### src/rtl/seq_alu.sv
// rtl/seq_alu.sv - registered ALU with iterative mul/divu/remu; optional shifts under SEQ_ALU_SHIFT_EN
module seq_alu #(
    parameter int WIDTH = 8,
    parameter int CW    = $clog2(WIDTH + 1)
) (
    input  logic             clk,
    input  logic             rst_n,
    input  logic             in_valid,
    output logic             in_ready,
    input  logic [WIDTH-1:0] a,
    input  logic [WIDTH-1:0] b,
    input  logic [3:0]       func,
    output logic             out_valid,
    input  logic             out_ready,
    output logic [WIDTH-1:0] out,
    output logic             overflowo,
    output logic             carryo,
    output logic             erro
);
    localparam int M = WIDTH - 1;

    typedef enum logic [1:0] {IDLE, BUSY, DONE} state_t;

    state_t             state;
    logic [CW-1:0]      cnt;
    logic [3:0]         op;
    logic [WIDTH-1:0]   b_r;
    logic [2*WIDTH-1:0] acc;

    logic [WIDTH:0]     sum, diff;
    logic               ovf_add, ovf_sub;
    logic [WIDTH-1:0]   s_out;
    logic               s_ovf, s_car, s_err, is_iter;

    assign sum     = {1'b0, a} + {1'b0, b};
    assign diff    = {1'b0, a} + {1'b0, ~b} + {{WIDTH{1'b0}}, 1'b1};
    assign ovf_add = (a[M] == b[M]) && (sum[M] != a[M]);
    assign ovf_sub = (a[M] != b[M]) && (diff[M] != a[M]);

`ifdef SEQ_ALU_SHIFT_EN
    // One spare bit on the shifted-out side captures the last bit lost.
    logic [WIDTH:0] shl_w, shr_w, sar_w;
    assign shl_w = {1'b0, a} << b[CW-1:0];
    assign shr_w = {a, 1'b0} >> b[CW-1:0];
    assign sar_w = $signed({a, 1'b0}) >>> b[CW-1:0];
`endif

    always_comb begin
        s_out   = '0;
        s_ovf   = 1'b0;
        s_car   = 1'b0;
        s_err   = 1'b0;
        is_iter = 1'b0;
        case (func)
            4'b0000: begin s_out = sum[M:0];  s_car = sum[WIDTH];  s_ovf = ovf_add; end
            4'b0001: begin s_out = diff[M:0]; s_car = diff[WIDTH]; s_ovf = ovf_sub; end
            4'b0010: s_out = ~a;
            4'b0011: s_out = a & b;
            4'b0100: s_out = a | b;
            4'b0101: s_out = a ^ b;
            4'b0110: s_out = {{(WIDTH-1){1'b0}}, diff[M] ^ ovf_sub};
            4'b0111: s_out = {{(WIDTH-1){1'b0}}, a == b};
            4'b1000, 4'b1001, 4'b1010: is_iter = 1'b1;
`ifdef SEQ_ALU_SHIFT_EN
            4'b1011: begin s_out = shl_w[M:0];     s_car = shl_w[WIDTH]; end
            4'b1100: begin s_out = shr_w[WIDTH:1]; s_car = shr_w[0];     end
            4'b1101: begin s_out = sar_w[WIDTH:1]; s_car = sar_w[0];     end
`endif
            default: s_err = 1'b1;
        endcase
    end

    // acc holds {high, low} product for mul and {remainder, quotient} for div.
    logic [WIDTH:0]     msum;
    logic [WIDTH:0]     rem_sh;
    logic [WIDTH-1:0]   drem;
    logic               dge;
    logic [2*WIDTH-1:0] acc_nxt;

    assign msum   = {1'b0, acc[2*WIDTH-1:WIDTH]} + (acc[0] ? {1'b0, b_r} : {(WIDTH+1){1'b0}});
    assign rem_sh = {acc[2*WIDTH-1:WIDTH], acc[M]};
    assign dge    = rem_sh >= {1'b0, b_r};
    assign drem   = rem_sh[M:0] - b_r;

    always_comb begin
        if (op == 4'b1000)
            acc_nxt = {msum, acc[M:1]};
        else if (dge)
            acc_nxt = {drem, acc[M-1:0], 1'b1};
        else
            acc_nxt = {acc[2*WIDTH-2:0], 1'b0};
    end

    always_ff @(posedge clk) begin
        if (!rst_n) begin
            state     <= IDLE;
            in_ready  <= 1'b1;
            out_valid <= 1'b0;
            out       <= '0;
            overflowo <= 1'b0;
            carryo    <= 1'b0;
            erro      <= 1'b0;
            cnt       <= '0;
            op        <= '0;
            b_r       <= '0;
            acc       <= '0;
        end else begin
            case (state)
                IDLE: if (in_valid) begin
                    op       <= func;
                    b_r      <= b;
                    in_ready <= 1'b0;
                    if (is_iter) begin
                        state <= BUSY;
                        cnt   <= CW'(WIDTH);
                        acc   <= {{WIDTH{1'b0}}, a};
                    end else begin
                        state     <= DONE;
                        out_valid <= 1'b1;
                        out       <= s_out;
                        overflowo <= s_ovf;
                        carryo    <= s_car;
                        erro      <= s_err;
                    end
                end
                BUSY: begin
                    acc <= acc_nxt;
                    cnt <= cnt - CW'(1);
                    if (cnt == CW'(1)) begin
                        state     <= DONE;
                        out_valid <= 1'b1;
                        erro      <= 1'b0;
                        if (op == 4'b1000) begin
                            out       <= acc_nxt[M:0];
                            overflowo <= |acc_nxt[2*WIDTH-1:WIDTH];
                            carryo    <= 1'b0;
                        end else begin
                            out       <= (op == 4'b1010) ? acc_nxt[2*WIDTH-1:WIDTH] : acc_nxt[M:0];
                            overflowo <= 1'b0;
                            carryo    <= (b_r == '0);
                        end
                    end
                end
                DONE: if (out_ready) begin
                    state     <= IDLE;
                    out_valid <= 1'b0;
                    in_ready  <= 1'b1;
                end
                default: state <= IDLE;
            endcase
        end
    end
endmodule

### config.mk
export PLATFORM = sky130hd
export DESIGN_NAME = seq_alu
export DESIGN_NICKNAME = d
export VERILOG_FILES = /design/src/rtl/seq_alu.sv
export SDC_FILE = /design/constraint.sdc
export NUM_CORES = 1
export LEC_CHECK = 0
export ABC_AREA = 1
export BUFFER_PORTS_ARGS = -buffer_cell sky130_fd_sc_hd__buf_2
export CORE_MARGIN = 2
export CORE_UTILIZATION = 45
export CTS_CLUSTER_DIAMETER = 120
export DETAILED_ROUTE_END_ITERATION = 10
export PLACE_DENSITY = 0.61
export SLEW_MARGIN = 20
export SYNTH_ARGS = -nofsm -noshare
export SYNTH_HDL_FRONTEND = slang
export SYNTH_SLANG_ARGS = --single-unit
### constraint.sdc
create_clock -name clk -period 2.99 [get_ports clk]
set_clock_uncertainty 0.1 [all_clocks]
set_input_delay 0.598 -clock clk [delete_from_list [all_inputs] [get_ports clk]]
set_output_delay 0.598 -clock clk [all_outputs]
set_load 0.05 [all_outputs]
==> flow_summary_export.csv, run 1 <==
group,metric,value,unit
route,postRouteAntennaNets,0,
pwr,p_leak,2.48,nW
global_routing,track_usage,28.1,%
pwr,peakVddDrop,0.306,mV
finish,synthToLayoutAreaGrowth,12.4,%
global_routing,grt_max_degree,35,
synth,ys_top_cells_by_area,"dfxtp_1 (21%), nand2_1 (13%), ha_1 (12%)",
sta,slew_violations,0,
clock_tree,insertion_delay,0.32,ns
synth,synthFlopType,"dfxtp_1",
clock_tree,clk_pin_slew,0.10,ns
die,dieWidth,103,um
clock_tree,cts_root_buf,"clkbuf_8",
global_routing,grt_pass1_vias,4595,
finish,final_cell_mix,"nand2_1 (151), inv_1 (107), a21oi_1 (73)",
synth,synth_edf_count,0,
synth,synth-async-reset-ratio,0,%
setup_path,cp.required,3.08,ns
die,core.rowCount,35,
synth,synth_warnings,0,
sta,fmax,0.368,GHz
setup_path,slowest_stage,"fa_1",
synth,ys_seq_area_share,21.5,%
setup_path,reg2reg_from,"acc[0]",
setup_path,path_cells,"buf_2 > inv_1 > ha_1 > nor2_1 > nand3_1 > nand3_1 > a21oi_1 > o21bai_1 > fa_1 > a211oi_1 > nand3_1 > a21oi_1 > a21oi_1",
setup_path,cp_max_fo,3,
finish,final_cells,865,
die,io_pins,37,
clock_tree,clock-sinks,47,
synth,yosys.cell_types.count,44,
sta,fin_crit_sh,90.9,%
setup_path,crit_arrival,2.81,ns
sta,setup_slack,0.271,ns
setup_path,crit_type,"in2reg",
sta,worstMarginPinSlew,0.598,ns
die,fp.dieH,103,um
placement,io_buffers,36,
route,first_iter_violations,297,
route,vias,4784,
synth,yosysTopAreaCellShare,21.5,%
route,dr.pass1.iters,5,
synth,synth_nets,758,
clock_tree,cts_made_buffers,5,
sta,period_needed,2.72,ns
sta,setup_viol,0,
sta,rsz0062_at_grt,"no",
placement,globalplace.congestion,0.953,
die,core-area,9330,um2
sta,finalHoldViolations,0,
global_routing,antenna_found_initial,0,
flow_run,maxCapViolCount,0,
route,wirelength,14.1,mm
die,die_area,10500,um2
synth,synth_top_cell_by_area,"dfxtp_1",
outcome,status,"completed",
sta,relSlewSlack,60.0,%
placement,post-place-ws,-0.0282,ns
finish,n_antenna_cell,0,
setup_path,crit_path_max_incr_delay,0.49,ns
finish,utilization,52.7,%
placement,hpwl,11.0,mm
clock_tree,cts_max_path_buffers,2,
clock_tree,ctsHoldBuffers,0,
die,initial_core_util,46.9,%
hold_path,hold_start,"in_ready",
finish,final_nets,806,
global_routing,grt_pass1_wl,22.7,mm
setup_path,crit_path_start_kind,"input port",
global_routing,grt_overflow,0,
placement,placed_cells,857,
hold_path,hold_path_class,"reg2reg",
synth,synth_seq_cells,47,
route,remaining_drc_errors,0,
synth,syn_area,4380,um2
clock_tree,postCtsSetupBuffers,0,
setup_path,cp-startpoint,"a[4]",
clock_tree,tritoncts,"yes",
route,vias_per_cell,5.53,
synth,avgSynthCellArea,6.37,um2
synth,syn_inst,687,
finish,final_common_cell,"nand2_1",
finish,nFillCells,975,
setup_path,endpoint_kind,"flip-flop",
route,wl_per_cell,16.3,um
pwr,powerDensity,461,nW/um2
finish,drive_above_1_share,12.1,%
clock_tree,htree_num_levels,2,
clock_tree,ctsResizeCount,0,
-- worst paths after layout --
path	endpoint	slack [ns]	cells after the start
worst max-delay path	out[7]	0.27	13
worst min-delay path	in_ready	0.37	2
worst max register to register	overflowo	0.37	16
worst min register to register	in_ready	0.37	2
-- state kept, by name, summed over array words and instances, names as in the netlist --
signal	count
op	4
out_valid	1
erro	1
out	8
in_ready	1
b_r	8
cnt	4
state	2
carryo	1
acc	16
overflowo	1
-- layer usage --
metal | up-vias | share of wire [%] | global-route usage [%] | routed length [um]
met5 | - | 0 | 0 | 0
met4 | 0 | 3.4 | 9.85 | 473
met3 | 32 | 6.5 | 4.14 | 908
met2 | 171 | 47 | 48.8 | 6580
met1 | 2195 | 43 | 35.5 | 6110
li1 | 2386 | - | - | -
-- critical path: cells and delay by family --
| family | cells | cell delay (ns) |
|---|---|---|
| adders and majority gates | 2 | 0.81 |
| AOI/OAI and AO/OA | 5 | 0.75 |
| and+or+nand+nor | 4 | 0.48 |
| buffers and inverters | 2 | 0.17 |
-- per-stage QoR --
| stage | power [mW] | TNS (ns) | cell area [um2] | hold WS, ns |
|---|---|---|---|---|
| 5_1_grt | 2.42 | 0 | 4920 | 0.395 |
| 3_3_place_gp | 1.75 | 0 | 4800 | 0.345 |
| 2_1_floorplan | 1.47 | 0 | 4380 | 0.340 |
| 6_report | 2.27 | 0 | 4920 | 0.375 |
| 4_1_cts | 2.27 | 0 | 4920 | 0.375 |
| 3_5_place_dp | 1.76 | -0.0282 | 4800 | 0.352 |
-- where the power goes --
part | internal [mW] | switching [mW]
sequential | 0.696 | 0.0579
clock | 0.254 | 0.253
combinational | 0.315 | 0.691
-- final cells by class --
type	count	area, um2	area share [%]
clock inverters	3	47.5	0.966
well taps	129	161	3.28
repair buffers	59	353	7.17
inverters	109	409	8.32
flip-flops and latches	47	941	19.1
clock buffers	5	68.8	1.40
multi-input cells	513	2940	59.7
-- cells in the mapped netlist, types with 3 or more instances --
| library cell | count |
|---|---|
| ha_1 | 42 |
| buf_2 | 8 |
| xor2_1 | 4 |
| o21ai_1 | 6 |
| a221oi_1 | 3 |
| nand2_1 | 151 |
| nor2_2 | 3 |
| o21ai_0 | 56 |
| dfxtp_1 | 47 |
| o21bai_1 | 3 |
| nor3_1 | 3 |
| nor2_1 | 41 |
| fa_1 | 5 |
| nor4_1 | 3 |
| nand2_2 | 4 |
| a31oi_1 | 4 |
| o22ai_1 | 12 |
| nand4_1 | 14 |
| clkbuf_1 | 8 |
| o21a_1 | 4 |
| or2_2 | 3 |
| o211ai_1 | 3 |
| nand3_1 | 57 |
| a21oi_1 | 73 |
| inv_1 | 107 |
-- cells by family (layout without fill, tap and decap cells) --
kind of cell    after synthesis  after routing  share of synthesized area (%)
simple gates                286            286                           29.3
compound gates              174            174                           22.3
buf+inv                     127            176                           11.4
fa+ha+maj                    47             47                           14.3
flops                        47             47                           21.5
xor+xnor                      5              5                           1.00
mux                           1              1                          0.229
(Power assumes the default switching activity.)
==> inputs of run 2 (changes only) <==
==> constraint.sdc (replaced) <==
create_clock -name clk -period 2.99 [get_ports clk]
set_clock_uncertainty 0.1 [all_clocks]
set_input_delay 0.299 -clock clk [delete_from_list [all_inputs] [get_ports clk]]
set_output_delay 0.299 -clock clk [all_outputs]
set_load 0.05 [all_outputs]
==> run 2 against run 1 <==
Net effect:
- sequential share of layout area up 0.43 points
- critical path depth unchanged
- register-to-register slack better by 0.08 ns
- final area down 2.2%
==> flow_summary_export.csv, run 2 (same netlist as run 1, synthesis figures left out) <==
group,metric,value,unit
finish,multiInputGateArea,2940,um2
placement,globalplace.congestion,0.948,
setup_path,crit_type,"in2reg",
clock_tree,htree_num_levels,2,
clock_tree,postCtsSetupBuffers,0,
route,wirelength,14.0,mm
setup_path,cp-startpoint,"a[2]",
setup_path,cp.required,3.08,ns
die,core-area,9330,um2
finish,synthToLayoutAreaGrowth,9.89,%
finish,nFillCells,1012,
placement,hpwl,11.0,mm
setup_path,reg2regPathDepth,16,
clock_tree,cts_made_buffers,5,
sta,worstMarginPinSlew,0.804,ns
clock_tree,clock-sinks,47,
setup_path,crit_path_start_kind,"input port",
setup_path,endpoint_kind,"flip-flop",
finish,final_common_cell,"nand2_1",
die,dieWidth,103,um
hold_path,hold_path_class,"in2reg",
route,vias_per_cell,5.54,
route,first_iter_violations,381,
route,wl_per_cell,16.4,um
flow_run,maxCapViolCount,0,
die,core.rowCount,35,
finish,drive_above_1_share,10.4,%
sta,fin_setup_tns,0,ns
finish,largestRegisters,"acc x16, b_r x8, out x8",
sta,setup_viol,0,
placement,io_buffers,36,
die,initial_core_util,46.9,%
clock_tree,cts_root_buf,"clkbuf_8",
pwr,p_leak,2.41,nW
sta,period_needed,2.55,ns
clock_tree,insertion_delay,0.31,ns
global_routing,grt_overflow,0,
sta,finalHoldViolations,0,
clock_tree,cts_max_path_buffers,2,
clock_tree,ctsResizeCount,0,
route,remaining_drc_errors,0,
finish,n_antenna_cell,0,
setup_path,crit_path_max_incr_delay,0.48,ns
setup_path,reg2reg_from,"acc[0]",
sta,relSlewSlack,46.3,%
die,io_pins,37,
clock_tree,ctsHoldBuffers,0,
route,dr.pass1.iters,5,
finish,largest_register,"acc",
finish,final_nets,792,
sta,fin_crit_sh,85.2,%
pwr,power,2.23,mW
finish,fin_area,4810,um2
route,vias,4712,
sta,fmax,0.393,GHz
placement,post_dp_cell_area,4700,um2
pwr,peakVddDrop,0.342,mV
die,fp.dieH,103,um
finish,final_cell_mix,"nand2_1 (151), inv_1 (107), a21oi_1 (73)",
sta,slew_violations,0,
die,die_area,10500,um2
setup_path,crit_arrival,2.64,ns
global_routing,grt_pass1_wl,22.6,mm
setup_path,slowest_stage,"fa_1",
finish,largest_reg_flops,16,
pwr,powerDensity,465,nW/um2
setup_path,reg2reg_to,"overflowo",
setup_path,r2r_slack,0.45,ns
clock_tree,clk_pin_slew,0.10,ns
finish,utilization,51.6,%
setup_path,path_cells,"buf_2 > inv_1 > ha_1 > nor2_1 > nand3_1 > nand3_1 > a21oi_1 > o21bai_1 > fa_1 > a211oi_1 > nand3_1 > a21oi_1 > a21oi_1",
global_routing,antenna_found_initial,0,
finish,regArea,941,um2
setup_path,endpoint,"out[7]",
clock_tree,tritoncts,"yes",
global_routing,track_usage,27.9,%
outcome,status,"completed",
global_routing,grt_pass1_vias,4488,
setup_path,cp_max_fo,8,
route,postRouteAntennaNets,0,
sta,rsz0062_at_grt,"no",
global_routing,grt_max_degree,36,
==> run 2: cell types whose count changed in the layout (fill, tap and decap cells not counted), sizes merged <==
| cell | previous run | this run |
|---|---|---|
| clkinv | 1 | 2 |
| inv | 110 | 109 |
| buf | 59 | 45 |
==> run 2: where the power goes <==
part           leakage (nW)  total [mW]  internal (mW)  switching [mW]
sequential            0.386       0.753          0.696          0.0573
clock                0.0581       0.494          0.250           0.244
combinational          1.96       0.988          0.298           0.690
==> run 2: layout make-up <==
| cell class | instances | area share [%] |
|---|---|---|
| multi-input cells | 513 | 61.1 |
| flip-flops and latches | 47 | 19.6 |
| inverters | 109 | 8.50 |
| repair buffers | 45 | 5.15 |
| well taps | 129 | 3.36 |
| clock buffers | 5 | 1.43 |
| clock inverters | 3 | 0.910 |
==> run 2: worst min path at each step <==
stage              start       end  cells past startpoint
4_1_cts        out_ready  in_ready                      3
5_1_grt        out_ready  in_ready                      3
3_5_place_dp    in_ready  in_ready                      2
2_1_floorplan      rst_n    carryo                      2
3_3_place_gp    in_ready  in_ready                      2
6_report       out_ready  in_ready                      3
==> run 2: routing by layer <==
layer  up-vias  GRT usage [%]  share of wire [%]
met5         -              0                  0
met4         0           9.64                3.0
met3        24           3.46                5.9
met2       170           46.3                 46
met1      2156           37.4                 45
li1       2362              -                  -
==> run 2: metrics by stage <==
| step | hold WS (ns) | worst slack, ns | std cells |
|---|---|---|---|
| floorplan | 0.337 | 0.534 | 687 |
| global placement | 0.343 | 0.178 | 843 |
| detailed placement | 0.347 | 0.137 | 843 |
| CTS | 0.148 | 0.463 | 851 |
| global route | 0.168 | 0.146 | 851 |
| finish | 0.145 | 0.444 | 851 |
==> run 2: worst max-delay path, delay by kind of cell <==
family                   cells  cell delay, ns
adder cells (fa/ha/maj)      2            0.89
AO/OA/AOI/OAI                5            0.68
buffers and inverters        2            0.18
AND/OR/NAND/NOR              4            0.57
